--- config.mk ---
export PLATFORM = sky130hd
export DESIGN_NAME = game_sequencer
export DESIGN_NICKNAME = d
export VERILOG_FILES = /design/src/rtl/game_sequencer.sv
export SDC_FILE = /design/constraint.sdc
export NUM_CORES = 1
export LEC_CHECK = 0
export BUFFER_PORTS_ARGS = -buffer_cell sky130_fd_sc_hd__buf_4
export CAP_MARGIN = 20
export CORE_ASPECT_RATIO = 2
export CORE_MARGIN = 2
export CORE_UTILIZATION = 50
export DETAILED_ROUTE_END_ITERATION = 10
export PLACE_DENSITY = 0.69
export SLEW_MARGIN = 20
export SYNTH_ARGS = -nofsm -noshare
export SYNTH_HDL_FRONTEND = slang
export SYNTH_SLANG_ARGS = --single-unit
--- constraint.sdc ---
create_clock -name Clk -period 3.85 [get_ports Clk]
set_input_delay 0.385 -clock Clk [delete_from_list [all_inputs] [get_ports Clk]]
set_output_delay 0.385 -clock Clk [all_outputs]
set_load 0.05 [all_outputs]
--- src/rtl/game_sequencer.sv ---
// Frame sequencer and game-state controller for the Flappy Bird design.
// Turns each vSync falling edge into ordered bird/pipe/check/apply steps and tracks the score.
module game_sequencer #(
  parameter int unsigned BIRD_X     = 150,
  parameter int unsigned BIRD_SIZE  = 20,
  parameter int unsigned PIPE_W     = 40,
  parameter int unsigned GAP_H      = 120,
  parameter int unsigned FLOOR_Y    = 460,
  parameter int unsigned DIE_FRAMES = 60
) (
  input  logic        Clk,
  input  logic        Reset,
  input  logic        Start,
  input  logic        Flap,
  input  logic        vSync,
  input  logic [9:0]  BirdY,
  input  logic [9:0]  PipeX1,
  input  logic [9:0]  PipeY1,
  input  logic [9:0]  PipeX2,
  input  logic [9:0]  PipeY2,
  output logic        GameRun,
  output logic        ClearReq,
  output logic        BirdStep,
  output logic        FlapReq,
  output logic        PipeStep,
  output logic        Lost,
  output logic [15:0] Score,
  output logic [1:0]  State
);

  typedef enum logic [1:0] {ST_IDLE = 2'b00, ST_PLAY = 2'b01, ST_DYING = 2'b10, ST_OVER = 2'b11} state_e;
  typedef enum logic [2:0] {PH_IDLE, PH_BIRD, PH_PIPE, PH_CHECK, PH_APPLY} phase_e;

  localparam int unsigned DW = (DIE_FRAMES > 1) ? $clog2(DIE_FRAMES) : 1;
  localparam logic [10:0] BX_L = 11'(BIRD_X);
  localparam logic [10:0] BX_R = 11'(BIRD_X + BIRD_SIZE);
  localparam logic [10:0] PW   = 11'(PIPE_W);
  localparam logic [10:0] BS   = 11'(BIRD_SIZE);
  localparam logic [10:0] GH   = 11'(GAP_H);
  localparam logic [10:0] FY   = 11'(FLOOR_Y);

  state_e          state_q, state_d;
  phase_e          phase_q, phase_d;
  logic [2:0]      start_q, flap_q, vs_q;
  logic            pend_q, pend_d;
  logic            passed1_q, passed1_d, passed2_q, passed2_d;
  logic            hit_q, hit_d, clr1_q, clr1_d, clr2_q, clr2_d;
  logic            clear_q, clear_d;
  logic [15:0]     score_q, score_d;
  logic [DW-1:0]   die_q, die_d;
  logic            start_ev, flap_ev, tick, inc1, inc2;

  // [1] is the synchronised level, [2] its previous value for edge detection
  assign start_ev = start_q[1] & ~start_q[2];
  assign flap_ev  = flap_q[1] & ~flap_q[2];
  assign tick     = ~vs_q[1] & vs_q[2];
  assign inc1     = clr1_q & ~passed1_q;
  assign inc2     = clr2_q & ~passed2_q;

  function automatic logic pipe_hit(input logic [9:0] px, input logic [9:0] py, input logic [9:0] by);
    logic [10:0] x, y, b;
    x = {1'b0, px};
    y = {1'b0, py};
    b = {1'b0, by};
    return (x < BX_R) && ((x + PW) > BX_L) && ((b < y) || ((b + BS) > (y + GH)));
  endfunction

  function automatic logic pipe_cleared(input logic [9:0] px);
    return ({1'b0, px} + PW) <= BX_L;
  endfunction

  function automatic logic [15:0] bcd_inc(input logic [15:0] v);
    logic [15:0] r;
    logic        carry;
    if (v == 16'h9999) return v;
    r     = v;
    carry = 1'b1;
    for (int unsigned i = 0; i < 4; i++) begin
      if (carry) begin
        if (r[4*i +: 4] == 4'd9) begin
          r[4*i +: 4] = 4'd0;
        end else begin
          r[4*i +: 4] = r[4*i +: 4] + 4'd1;
          carry       = 1'b0;
        end
      end
    end
    return r;
  endfunction

  always_ff @(posedge Clk or negedge Reset) begin
    if (!Reset) begin
      start_q   <= '0;
      flap_q    <= '0;
      vs_q      <= '0;
      state_q   <= ST_IDLE;
      phase_q   <= PH_IDLE;
      pend_q    <= 1'b0;
      passed1_q <= 1'b0;
      passed2_q <= 1'b0;
      hit_q     <= 1'b0;
      clr1_q    <= 1'b0;
      clr2_q    <= 1'b0;
      clear_q   <= 1'b0;
      score_q   <= '0;
      die_q     <= '0;
    end else begin
      start_q   <= {start_q[1:0], Start};
      flap_q    <= {flap_q[1:0], Flap};
      vs_q      <= {vs_q[1:0], vSync};
      state_q   <= state_d;
      phase_q   <= phase_d;
      pend_q    <= pend_d;
      passed1_q <= passed1_d;
      passed2_q <= passed2_d;
      hit_q     <= hit_d;
      clr1_q    <= clr1_d;
      clr2_q    <= clr2_d;
      clear_q   <= clear_d;
      score_q   <= score_d;
      die_q     <= die_d;
    end
  end

  always_comb begin
    state_d   = state_q;
    phase_d   = phase_q;
    pend_d    = pend_q;
    passed1_d = passed1_q;
    passed2_d = passed2_q;
    hit_d     = hit_q;
    clr1_d    = clr1_q;
    clr2_d    = clr2_q;
    clear_d   = 1'b0;
    score_d   = score_q;
    die_d     = die_q;
    case (state_q)
      ST_IDLE: begin
        pend_d  = 1'b0;
        phase_d = PH_IDLE;
        if (start_ev) begin
          score_d   = '0;
          passed1_d = 1'b0;
          passed2_d = 1'b0;
          state_d   = ST_PLAY;
        end
      end
      ST_PLAY: begin
        if (flap_ev) pend_d = 1'b1;
        case (phase_q)
          PH_IDLE:  if (tick) phase_d = PH_BIRD;
          // a press landing on the bird strobe belongs to the next frame
          PH_BIRD: begin
            pend_d  = flap_ev;
            phase_d = PH_PIPE;
          end
          PH_PIPE:  phase_d = PH_CHECK;
          PH_CHECK: begin
            hit_d   = pipe_hit(PipeX1, PipeY1, BirdY) || pipe_hit(PipeX2, PipeY2, BirdY) ||
                      (({1'b0, BirdY} + BS) > FY);
            clr1_d  = pipe_cleared(PipeX1);
            clr2_d  = pipe_cleared(PipeX2);
            phase_d = PH_APPLY;
          end
          PH_APPLY: begin
            phase_d = PH_IDLE;
            if (hit_q) begin
              state_d = ST_DYING;
              die_d   = '0;
              pend_d  = 1'b0;
            end else begin
              passed1_d = clr1_q;
              passed2_d = clr2_q;
              if (inc1 && inc2)      score_d = bcd_inc(bcd_inc(score_q));
              else if (inc1 || inc2) score_d = bcd_inc(score_q);
            end
          end
          default:  phase_d = PH_IDLE;
        endcase
      end
      ST_DYING: begin
        pend_d = 1'b0;
        if (tick) begin
          if (die_q == DW'(DIE_FRAMES - 1)) state_d = ST_OVER;
          else                              die_d   = die_q + DW'(1);
        end
      end
      ST_OVER: begin
        pend_d = 1'b0;
        if (start_ev) begin
          state_d = ST_IDLE;
          clear_d = 1'b1;
        end
      end
      default: state_d = ST_IDLE;
    endcase
  end

  always_comb begin
    GameRun  = (state_q == ST_PLAY);
    Lost     = (state_q == ST_DYING) || (state_q == ST_OVER);
    BirdStep = (state_q == ST_PLAY) && (phase_q == PH_BIRD);
    FlapReq  = BirdStep && pend_q;
    PipeStep = (state_q == ST_PLAY) && (phase_q == PH_PIPE);
    ClearReq = clear_q;
    Score    = score_q;
    State    = state_q;
  end

  ap_no_tick_while_busy: assert property (@(posedge Clk) disable iff (!Reset)
    !(tick && (phase_q != PH_IDLE)));

endmodule

==> results_dict.tcl, run 1 <==
set metrics [dict create \
    status "complete, no violations" \
    critical-path-slowest-cell "dfrtp_1" \
    synth-async-reset-ratio_pct 100 \
    layout_common_cells "buf_4 (91), ha_1 (53), nand2_1 (48), inv_1 (46), nor2_1 (45)" \
    slew_viol_final 0 \
    timing.rr.start "Score[0]" \
    synth_cell_types 76 \
    dieArea_sq_mm 0.00978 \
    cts_max_path_buffers 2 \
    dieHeight_microns 138 \
    nets 734 \
    swShare_pct 47.0 \
    root_buffer "clkbuf_16" \
    grt_max_degree 44 \
    critical_path_required_ns 4.03 \
    grt.met1_usage_pct 24.6 \
    via_per_inst 6.18 \
    drive_above_1_share_pct 19.3 \
    clkPwrFrac_pct 18.8 \
    synth_area_sq_mm 0.00448 \
    crit_chain "ha_1 > nand3b_4 > nor3_2 > nand2_1 > nor3_1 > a21o_1 > inv_1 > ha_1 > nand3b_1 > mux2_4 > and4b_2 > nor3b_2 > or2_1 > a211oi_2 > a211o_1" \
    synth-main-ff-cell "dfrtp_1" \
    ys_ff_latch 43 \
    gr-usage-met3_pct 2.85 \
    syn_avg_cell_area_sq_um 8.23 \
    die_w_microns 70.9 \
    grt_use_met2_pct 57.0 \
    critical_path_class "flip-flop to flip-flop" \
    synth_edf_count 0 \
    cts.sinks 43 \
    worst_pin_slew_ns 0.756 \
    syn2layout_area_growth_pct 18.5 \
    grt_usage_pct 28.1 \
    start_util_pct 51.8 \
    combPwrFrac_pct 52.9 \
    power.share.sequential_pct 28.3 \
    fin_setup_tns_ns 0 \
    yosysSeqAreaShare_pct 24.0 \
    p_switching_mw 1.06 \
    first_pass_iters 5 \
    antenna_found_initial 0 \
    crit_fanout 8 \
    ctsHoldBuffers 0 \
    drv_cap 0 \
    drc 0 \
    place_congestion 0.941 \
    p_leak_nw 2.49 \
    cts_inserted_buffers 5 \
    rsz0062_at_grt "false" \
    wl_microns 13200 \
    drtIter0Drc 229 \
    reg2reg_setup_slack_ns 0.41 \
    synth_fp_nets 652 \
    critPathCaptureType "flip-flop" \
    reg2reg_depth 15 \
    fmax_mhz 291 \
    cts_tree "done" \
    ys_warn_count 0 \
    worstHoldPathType "input pin to asynchronous set/reset pin" \
    relSlewSlack_pct 49.6 \
    path_clk_slew_ns 0.07 \
    internal_power_mw 1.20 \
    syn_inst 544 \
    fin_cells 727 \
    fin_crit_ns 3.44 \
    crit_path_start_kind "flip-flop" \
    r2r_end "Score[7]" \
    grt_busiest_layer "met2" \
    critPathBufInv 1 \
    grt_first_pass_wirelength_microns 21600 \
    vdd.ir_drop.worst_uv 356 \
    grt_pass1_vias 4548 \
    critPathMostFrequentCell "ha_1" \
    gr-total-overflow 0 \
    wl_per_cell_microns 18.2 \
    hpwl_microns 10900 \
    place_ws_ns 0.249 \
    via_count 4490 \
    critPathArrivalTime_ns 3.62 \
    clock_skew_ns 0.00903 \
    htree_levels 2 \
    diodes 0 \
    dp_cells 719 \
    port_buffers 78 \
    finalHoldViolCount 0 \
    core_sq_mm 0.00865 \
    insertion_delay_ns 0.29 \
    p_per_area_mw_per_mm2 427 \
    ioPinCount 79 \
    slowest_delay_ns 0.50 \
    finalSetupViolations 0 \
    finalCritPeriodShare_pct 89.4 \
    ant_nets 0 \
    worst_slack_ns 0.408 \
    num_rows 48 \
    cp_top_family "simple AND/OR/NAND/NOR gates" \
    final_common_cell "buf_4" \
]
## state kept, by name (all words and copies together), names as in the netlist
name,flops
Score,16
die_q,6
flap_q,3
phase_q,3
start_q,3
vs_q,3
State,2
ClearReq,1
clr1_q,1
clr2_q,1
hit_q,1
passed1_q,1
passed2_q,1
pend_q,1
## synthesized netlist by cell type (6+ instances only)
library cell | n | area (sq um)
ha_1 | 53 | 663
nand2_1 | 48 | 180
inv_1 | 46 | 173
nor2_1 | 45 | 169
dfrtp_1 | 43 | 1080
o21ai_0 | 36 | 180
a21oi_1 | 30 | 150
nand3_1 | 25 | 125
xnor2_1 | 25 | 219
nor3_1 | 14 | 70.1
nand2b_1 | 13 | 81.3
nor4_1 | 9 | 56.3
and3_1 | 8 | 50.1
o211ai_1 | 8 | 60.1
nand4_1 | 7 | 43.8
a31oi_1 | 6 | 37.5
clkbuf_1 | 6 | 22.5
mux2i_1 | 6 | 60.1
## power by group through the flow
stage	clock (mW)	sequential, mW	combinational [mW]
6_report	0.425	0.641	1.20
5_1_grt	0.441	0.656	1.31
4_1_cts	0.430	0.640	1.20
3_5_place_dp	0	0.648	1.19
3_3_place_gp	0	0.641	1.17
2_1_floorplan	0	0.722	0.731
## worst max path at each step
stage,startpoint,to,slack [ns],cells after the start
2_1_floorplan,Score[0],Score[7],0.18,16
3_3_place_gp,Score[0],Score[7],0.42,15
3_5_place_dp,Score[0],Score[7],0.25,15
4_1_cts,Score[0],Score[7],0.25,15
5_1_grt,Score[0],Score[6],0.03,15
6_report,Score[0],Score[7],0.41,15
## area by class of cell
cell class,instances,area [sq um]
fill,816,3340
multi-input combinational,438,3100
sequential,43,1080
timing repair buffer,91,683
inverter,47,176
clock buffer,6,129
tap,100,125
clock inverter,2,12.5
## repair_timing
action / CTS / global route
buffers inserted: 0 / 0
endpoints found under the setup margin: 0 / 7
resized for setup: 0 / 1
## worst reg2reg max path, cell delays in order, from the launching register on
cell and delay (ns):
dfrtp_1 0.50, ha_1 0.30, nand3b_4 0.10, nor3_2 0.32
nand2_1 0.20, nor3_1 0.24, a21o_1 0.16, inv_1 0.06
ha_1 0.24, nand3b_1 0.10, mux2_4 0.16, and4b_2 0.26
nor3b_2 0.25, or2_1 0.18, a211oi_2 0.05, a211o_1 0.23
## metal layers
layer / vias to the layer above / routed length (microns)
met3: 59 / 466
met2: 163 / 7680
met5: - / 0
met1: 2111 / 4140
met4: 0 / 956
li1: 2157 / -
## kinds of logic (layout without fill, tap and decap cells)
family | Yosys count | after routing | share of synthesized area, %
and+or+nand+nor | 200 | 200 | 23.8
AOI/OAI and AO/OA | 143 | 143 | 21.7
buffers and inverters | 63 | 146 | 6.79
adders and majority gates | 53 | 53 | 14.8
DFF | 43 | 43 | 24.0
xor gates and xnor gates | 30 | 30 | 5.87
muxes | 12 | 12 | 2.93
## through the flow
step	hold WS (ns)	instance area [sq um]	total power, mW	util (%)
final	0.0942	5310	2.26	61.3
after global placement	0.334	5160	1.81	59.6
after detailed placement	0.336	5160	1.84	59.6
after global routing	0.138	5310	2.41	61.3
after floorplan	0.0894	4480	1.45	-
after CTS	0.119	5300	2.27	61.3
No activity file was read; power rests on OpenSTA's default activity.
==> run 2, diff against run 1 <==
--- a/config.mk
+++ b/config.mk
@@ -7,7 +7,6 @@
 export LEC_CHECK = 0
 export BUFFER_PORTS_ARGS = -buffer_cell sky130_fd_sc_hd__buf_4
 export CAP_MARGIN = 20
-export CORE_ASPECT_RATIO = 2
 export CORE_MARGIN = 2
 export CORE_UTILIZATION = 50
 export DETAILED_ROUTE_END_ITERATION = 10
==> constraint.sdc (replaced) <==
create_clock -name Clk -period 4.4 [get_ports Clk]
set_input_delay 0.44 -clock Clk [delete_from_list [all_inputs] [get_ports Clk]]
set_output_delay 0.44 -clock Clk [all_outputs]
set_load 0.05 [all_outputs]
==> run 2 against run 1 <==
Utilization is 1.5 points lower. Clock power decreased by 21%. Wire length is 15% lower. Critical path depth rose by 1. Worst hold slack better by 0.021 ns. Combinational power down 17%. Total power fell by 16%. Die area down 0.47%. Register-to-register slack better by 0.37 ns. Fmax shrank 4.9%.
==> results_dict.tcl, run 2 (same netlist as run 1, synthesis figures left out) <==
set metrics [dict create \
    startpoint "Score[1]" \
    crit_path_start_kind "flip-flop" \
    ant_nets 0 \
    diodes 0 \
    critical_path_class "flip-flop to flip-flop" \
    drtIter0Drc 236 \
    cp_top_family "simple AND/OR/NAND/NOR gates" \
    first_pass_iters 4 \
    status "complete, no violations" \
    ctsHoldBuffers 0 \
    drc 0 \
    critical_path_required_ns 4.59 \
    slew_viol_final 0 \
    via_per_inst 5.97 \
    htree_levels 2 \
    fin_crit_ns 3.62 \
    ioPinCount 79 \
    dieHeight_microns 98.6 \
    clock_skew_ns 0.0118 \
    insertion_delay_ns 0.31 \
    drv_cap 0 \
    via_count 4332 \
    nets 725 \
    cp.depth 16 \
    p_leak_nw 2.44 \
    drive_above_1_share_pct 18.1 \
    rsz0062_at_grt "false" \
    fmax_mhz 276 \
    p_total_mw 1.89 \
    hpwl_microns 8860 \
    num_rows 34 \
    antenna_found_initial 0 \
    finalSetupViolations 0 \
    multi_input_area_sq_mm 0.00310 \
    worstHoldPathType "input pin to asynchronous set/reset pin" \
    slowest_delay_ns 0.46 \
    cts_max_path_buffers 2 \
    fin_setup_tns_ns 0 \
    cts.sinks 43 \
    largest_reg_flops 16 \
    cts_resized 0 \
    n_fill_cell 803 \
    finalCritPeriodShare_pct 82.2 \
    layout_common_cells "buf_4 (82), ha_1 (53), nand2_1 (48), inv_1 (46), nor2_1 (45)" \
    gr-total-overflow 0 \
    core_sq_mm 0.00872 \
    final_common_cell "buf_4" \
    timing.rr.start "Score[1]" \
    path_clk_slew_ns 0.10 \
    grt_usage_pct 23.2 \
    dieArea_sq_mm 0.00973 \
    worst_pin_slew_ns 0.896 \
    p_per_area_mw_per_mm2 363 \
    critPathCaptureType "flip-flop" \
    cts_setup_buffers 0 \
    crit_chain "inv_1 > ha_1 > nand3b_4 > nor3_1 > nand2_1 > nor3_1 > a21o_1 > inv_1 > ha_1 > nand3b_1 > mux2_4 > and4b_2 > a21oi_1 > nand2_1 > xnor2_1 > o22ai_1" \
    port_buffers 78 \
    reg2reg_depth 16 \
    vdd.ir_drop.worst_uv 217 \
    wl_per_cell_microns 15.4 \
    relSlewSlack_pct 40.3 \
    cts_inserted_buffers 5 \
    die_w_microns 98.6 \
    start_util_pct 51.3 \
    critPathBufInv 2 \
    grt_max_degree 44 \
    grt_pass1_vias 4124 \
    finalHoldViolCount 0 \
    syn2layout_area_growth_pct 16.5 \
    wl_microns 11200 \
    dp_cells 718 \
    critPathArrivalTime_ns 3.81 \
    critical-path-slowest-cell "dfrtp_1" \
    seq_area_sq_mm 0.00108 \
    crit_fanout 13 \
    cts_tree "done" \
    root_buffer "clkbuf_8" \
    place_congestion 0.874 \
    grt_first_pass_wirelength_microns 19100 \
    fin_cells 726 \
]
[run 2: final timing paths]
check	to	slack, ns
setup / recovery	Score[6]	0.78
hold / removal	die_q[0]	0.11
setup reg to reg	Score[6]	0.78
hold reg to reg	vs_q[1]	0.35
max in group asynchronous	flap_q[0]	3.90
min in group Clk	flap_q[0]	0.24
[run 2: routing by layer]
metal  track usage [%]  share of wire, %
met1              29.9                44
met2              41.1                50
met3              2.84               4.5
met4              6.53               2.2
met5                 0                 0
[run 2: area by class of cell]
cell class,count,share of cell area [%]
multi-input cells,438,59.4
flip-flops and latches,43,20.6
repair buffers,82,11.8
inverters,47,3.38
well taps,108,2.59
clock buffers,5,1.32
clock inverters,3,0.911
[run 2: through the flow]
step,utilization [%],cell area [sq um],setup WS [ns],hold WS [ns]
after floorplan,-,4480,0.728,0.144
after global placement,58.5,5100,0.970,0.334
after detailed placement,58.5,5100,0.835,0.336
after CTS,59.8,5220,0.806,0.139
after global routing,59.8,5220,0.422,0.165
final,59.8,5220,0.781,0.115
[run 2: worst reg2reg max path, stage by stage (launching register included)]
cell	delay [ns]
dfrtp_1	0.46
inv_1	0.10
ha_1	0.24
nand3b_4	0.18
nor3_1	0.39
nand2_1	0.21
nor3_1	0.23
a21o_1	0.16
inv_1	0.05
ha_1	0.23
nand3b_1	0.09
mux2_4	0.16
and4b_2	0.24
a21oi_1	0.37
nand2_1	0.12
xnor2_1	0.18
o22ai_1	0.09
[run 2: power by group]
| part | switching [mW] | internal, mW | leakage [nW] |
|---|---|---|---|
| combinational | 0.638 | 0.362 | 1.82 |
| sequential | 0.0892 | 0.470 | 0.561 |
| clock | 0.163 | 0.172 | 0.0587 |
| total | 0.890 | 1.00 | 2.44 |
==> run 3, diff against run 2 <==
--- a/config.mk
+++ b/config.mk
@@ -10,7 +10,7 @@
 export CORE_MARGIN = 2
 export CORE_UTILIZATION = 50
 export DETAILED_ROUTE_END_ITERATION = 10
-export PLACE_DENSITY = 0.69
+export PLACE_DENSITY = 0.71
 export SLEW_MARGIN = 20
 export SYNTH_ARGS = -nofsm -noshare
 export SYNTH_HDL_FRONTEND = slang
==> constraint.sdc (replaced) <==
create_clock -name Clk -period 3.1 [get_ports Clk]
set_input_delay 0.31 -clock Clk [delete_from_list [all_inputs] [get_ports Clk]]
set_output_delay 0.31 -clock Clk [all_outputs]
set_load 0.05 [all_outputs]
==> run 3 against run 2 <==
The run now ends with negative hold slack left. Utilization is 3.9 points higher. Clock skew down 0.0049 ns. Worst hold slack got worse by 0.12 ns. Non-clock buffer count is 35 higher. Worst setup slack worse by 0.75 ns. Total power is 51% higher. Final area up 6.6%. Global-route usage up 2.0 points. Via count grew 3.6%. Flip-flop and latch count unchanged. First-iteration DRC count up 23%. Largest power group unchanged.
==> results_dict.tcl, run 3 (same netlist as run 1, synthesis figures left out) <==
set metrics [dict create \
    clock_skew_ns 0.00693 \
    place_ws_ns -0.00167 \
    critPathCaptureType "flip-flop" \
    critical_path_class "flip-flop to flip-flop" \
    dp_cells 747 \
    worst_slack_ns 0.0339 \
    diodes 0 \
    dieHeight_microns 98.6 \
    hold_slack_ns -0.00806 \
    ioPinCount 79 \
    first_pass_iters 5 \
    critical_path_required_ns 3.30 \
    syn2layout_area_growth_pct 24.2 \
    reg2reg_depth 16 \
    root_buffer "clkbuf_8" \
    cts.sinks 43 \
    layout_common_cells "buf_4 (117), ha_1 (50), nand2_1 (47), inv_1 (45), nor2_1 (43)" \
    drive_above_1_share_pct 25.6 \
    vdd.ir_drop.worst_uv 268 \
    slew_viol_final 0 \
    fin_cells 760 \
    fin_crit_ns 3.07 \
    crit_chain "inv_2 > ha_4 > nand3b_4 > nor3_4 > nand2_2 > nor3_4 > a21o_1 > inv_1 > ha_2 > nand3b_1 > mux2_4 > and4b_2 > nor3b_4 > xnor2_1 > a21oi_1 > o31ai_1" \
    grt_first_pass_wirelength_microns 20400 \
    critPathMostFrequentCell "nor3_4" \
    wl_microns 12100 \
    p_total_mw 2.85 \
    port_buffers 78 \
    fmax_mhz 326 \
    n_fill_cell 769 \
    core_sq_mm 0.00872 \
    cts_tree "done" \
    largest_reg_flops 16 \
    startpoint "Score[1]" \
    insertion_delay_ns 0.30 \
    drc 0 \
    via_per_inst 5.90 \
    grt_max_degree 44 \
    drv_cap 0 \
    rsz0062_at_grt "true" \
    worstHoldPathType "input pin to asynchronous set/reset pin" \
    slowest_delay_ns 0.44 \
    p_switching_mw 1.31 \
    path_clk_slew_ns 0.09 \
    p_per_area_mw_per_mm2 513 \
    cts_inserted_buffers 5 \
    worst_pin_slew_ns 0.756 \
    final_common_cell "buf_4" \
    grt_usage_pct 25.3 \
    start_util_pct 51.3 \
    cp.depth 16 \
    ctsHoldBuffers 0 \
    clkPwrFrac_pct 15.5 \
    power.share.sequential_pct 27.5 \
    violations "negative hold slack" \
    swShare_pct 45.9 \
    grt_pass1_vias 4363 \
    combPwrFrac_pct 57.0 \
    crit_path_start_kind "flip-flop" \
    place_congestion 0.969 \
    finalCritPeriodShare_pct 98.9 \
    critPathBufInv 2 \
    critical-path-slowest-cell "dfrtp_2" \
    antenna_found_initial 0 \
    die_w_microns 98.6 \
    utilization_pct 63.8 \
    status "finished with violations" \
    ant_nets 0 \
    timing.rr.start "Score[1]" \
    crit_fanout 6 \
    drtIter0Drc 291 \
    p_leak_nw 2.62 \
    num_rows 34 \
    cts_max_path_buffers 2 \
    finalSetupViolations 0 \
    finalHoldViolCount 15 \
    internal_power_mw 1.54 \
    hpwl_microns 9770 \
    gr-total-overflow 0 \
    cp_top_family "simple AND/OR/NAND/NOR gates" \
    relSlewSlack_pct 49.6 \
    wl_per_cell_microns 16.0 \
    htree_levels 2 \
    dieArea_sq_mm 0.00973 \
    nets 760 \
    critPathArrivalTime_ns 3.27 \
    via_count 4487 \
]
-- run 3: layout make-up --
class                      instances  area, sq um  area share, %
inverter                          47          176           3.17
multi-input combinational        438         3180           57.2
timing repair buffer             117          878           15.8
clock inverter                     2         37.5          0.675
clock buffer                       5         68.8           1.24
sequential                        43         1090           19.5
tap                              108          135           2.43
-- run 3: timing repair --
item                                    4_1_cts  5_1_grt
buffers inserted                              1        5
endpoints found under the setup margin        2       13
pin swaps                                     1       11
hold endpoints to repair                      0        0
resized for setup                             1        7
-- run 3: worst register-to-register path: stages (launching register included) --
cell	delay (ns)
dfrtp_2	0.44
inv_2	0.09
ha_4	0.16
nand3b_4	0.10
nor3_4	0.27
nand2_2	0.15
nor3_4	0.16
a21o_1	0.13
inv_1	0.05
ha_2	0.19
nand3b_1	0.08
mux2_4	0.16
and4b_2	0.26
nor3b_4	0.24
xnor2_1	0.14
a21oi_1	0.07
o31ai_1	0.26
-- run 3: through the flow --
stage               area (sq um)  setup TNS [ns]
floorplan                   4540         -0.0180
global placement            5370               0
detailed placement          5370        -0.00167
CTS                         5490               0
global route                5560          -0.488
finish                      5560               0
-- run 3: power groups by stage --
stage | Clock [mW] | Combinational (mW) | Sequential [mW]
floorplan | 0 | 0.920 | 0.905
global placement | 0 | 1.55 | 0.789
detailed placement | 0 | 1.58 | 0.797
CTS | 0.453 | 1.59 | 0.786
global route | 0.474 | 1.79 | 0.802
finish | 0.442 | 1.63 | 0.786
-- run 3: metal layers --
layer / GRT usage [%] / up-vias / routed length (microns)
met2: 46.3 / 127 / 6260
li1: - / 2210 / -
met1: 30.9 / 2127 / 5010
met4: 8.11 / 0 / 277
met5: 0 / - / 0
met3: 2.84 / 23 / 575
-- run 3: worst paths after layout --
| check | slack (ns) | end |
|---|---|---|
| worst max-delay path | 0.03 | Score[8] |
| worst min-delay path | -0.008 | start_q[2] |
| worst max register to register | 0.03 | Score[8] |
| worst min register to register | 0.35 | vs_q[1] |
| max in group asynchronous | 2.69 | Score[0] |
| min in group Clk | 0.11 | flap_q[0] |
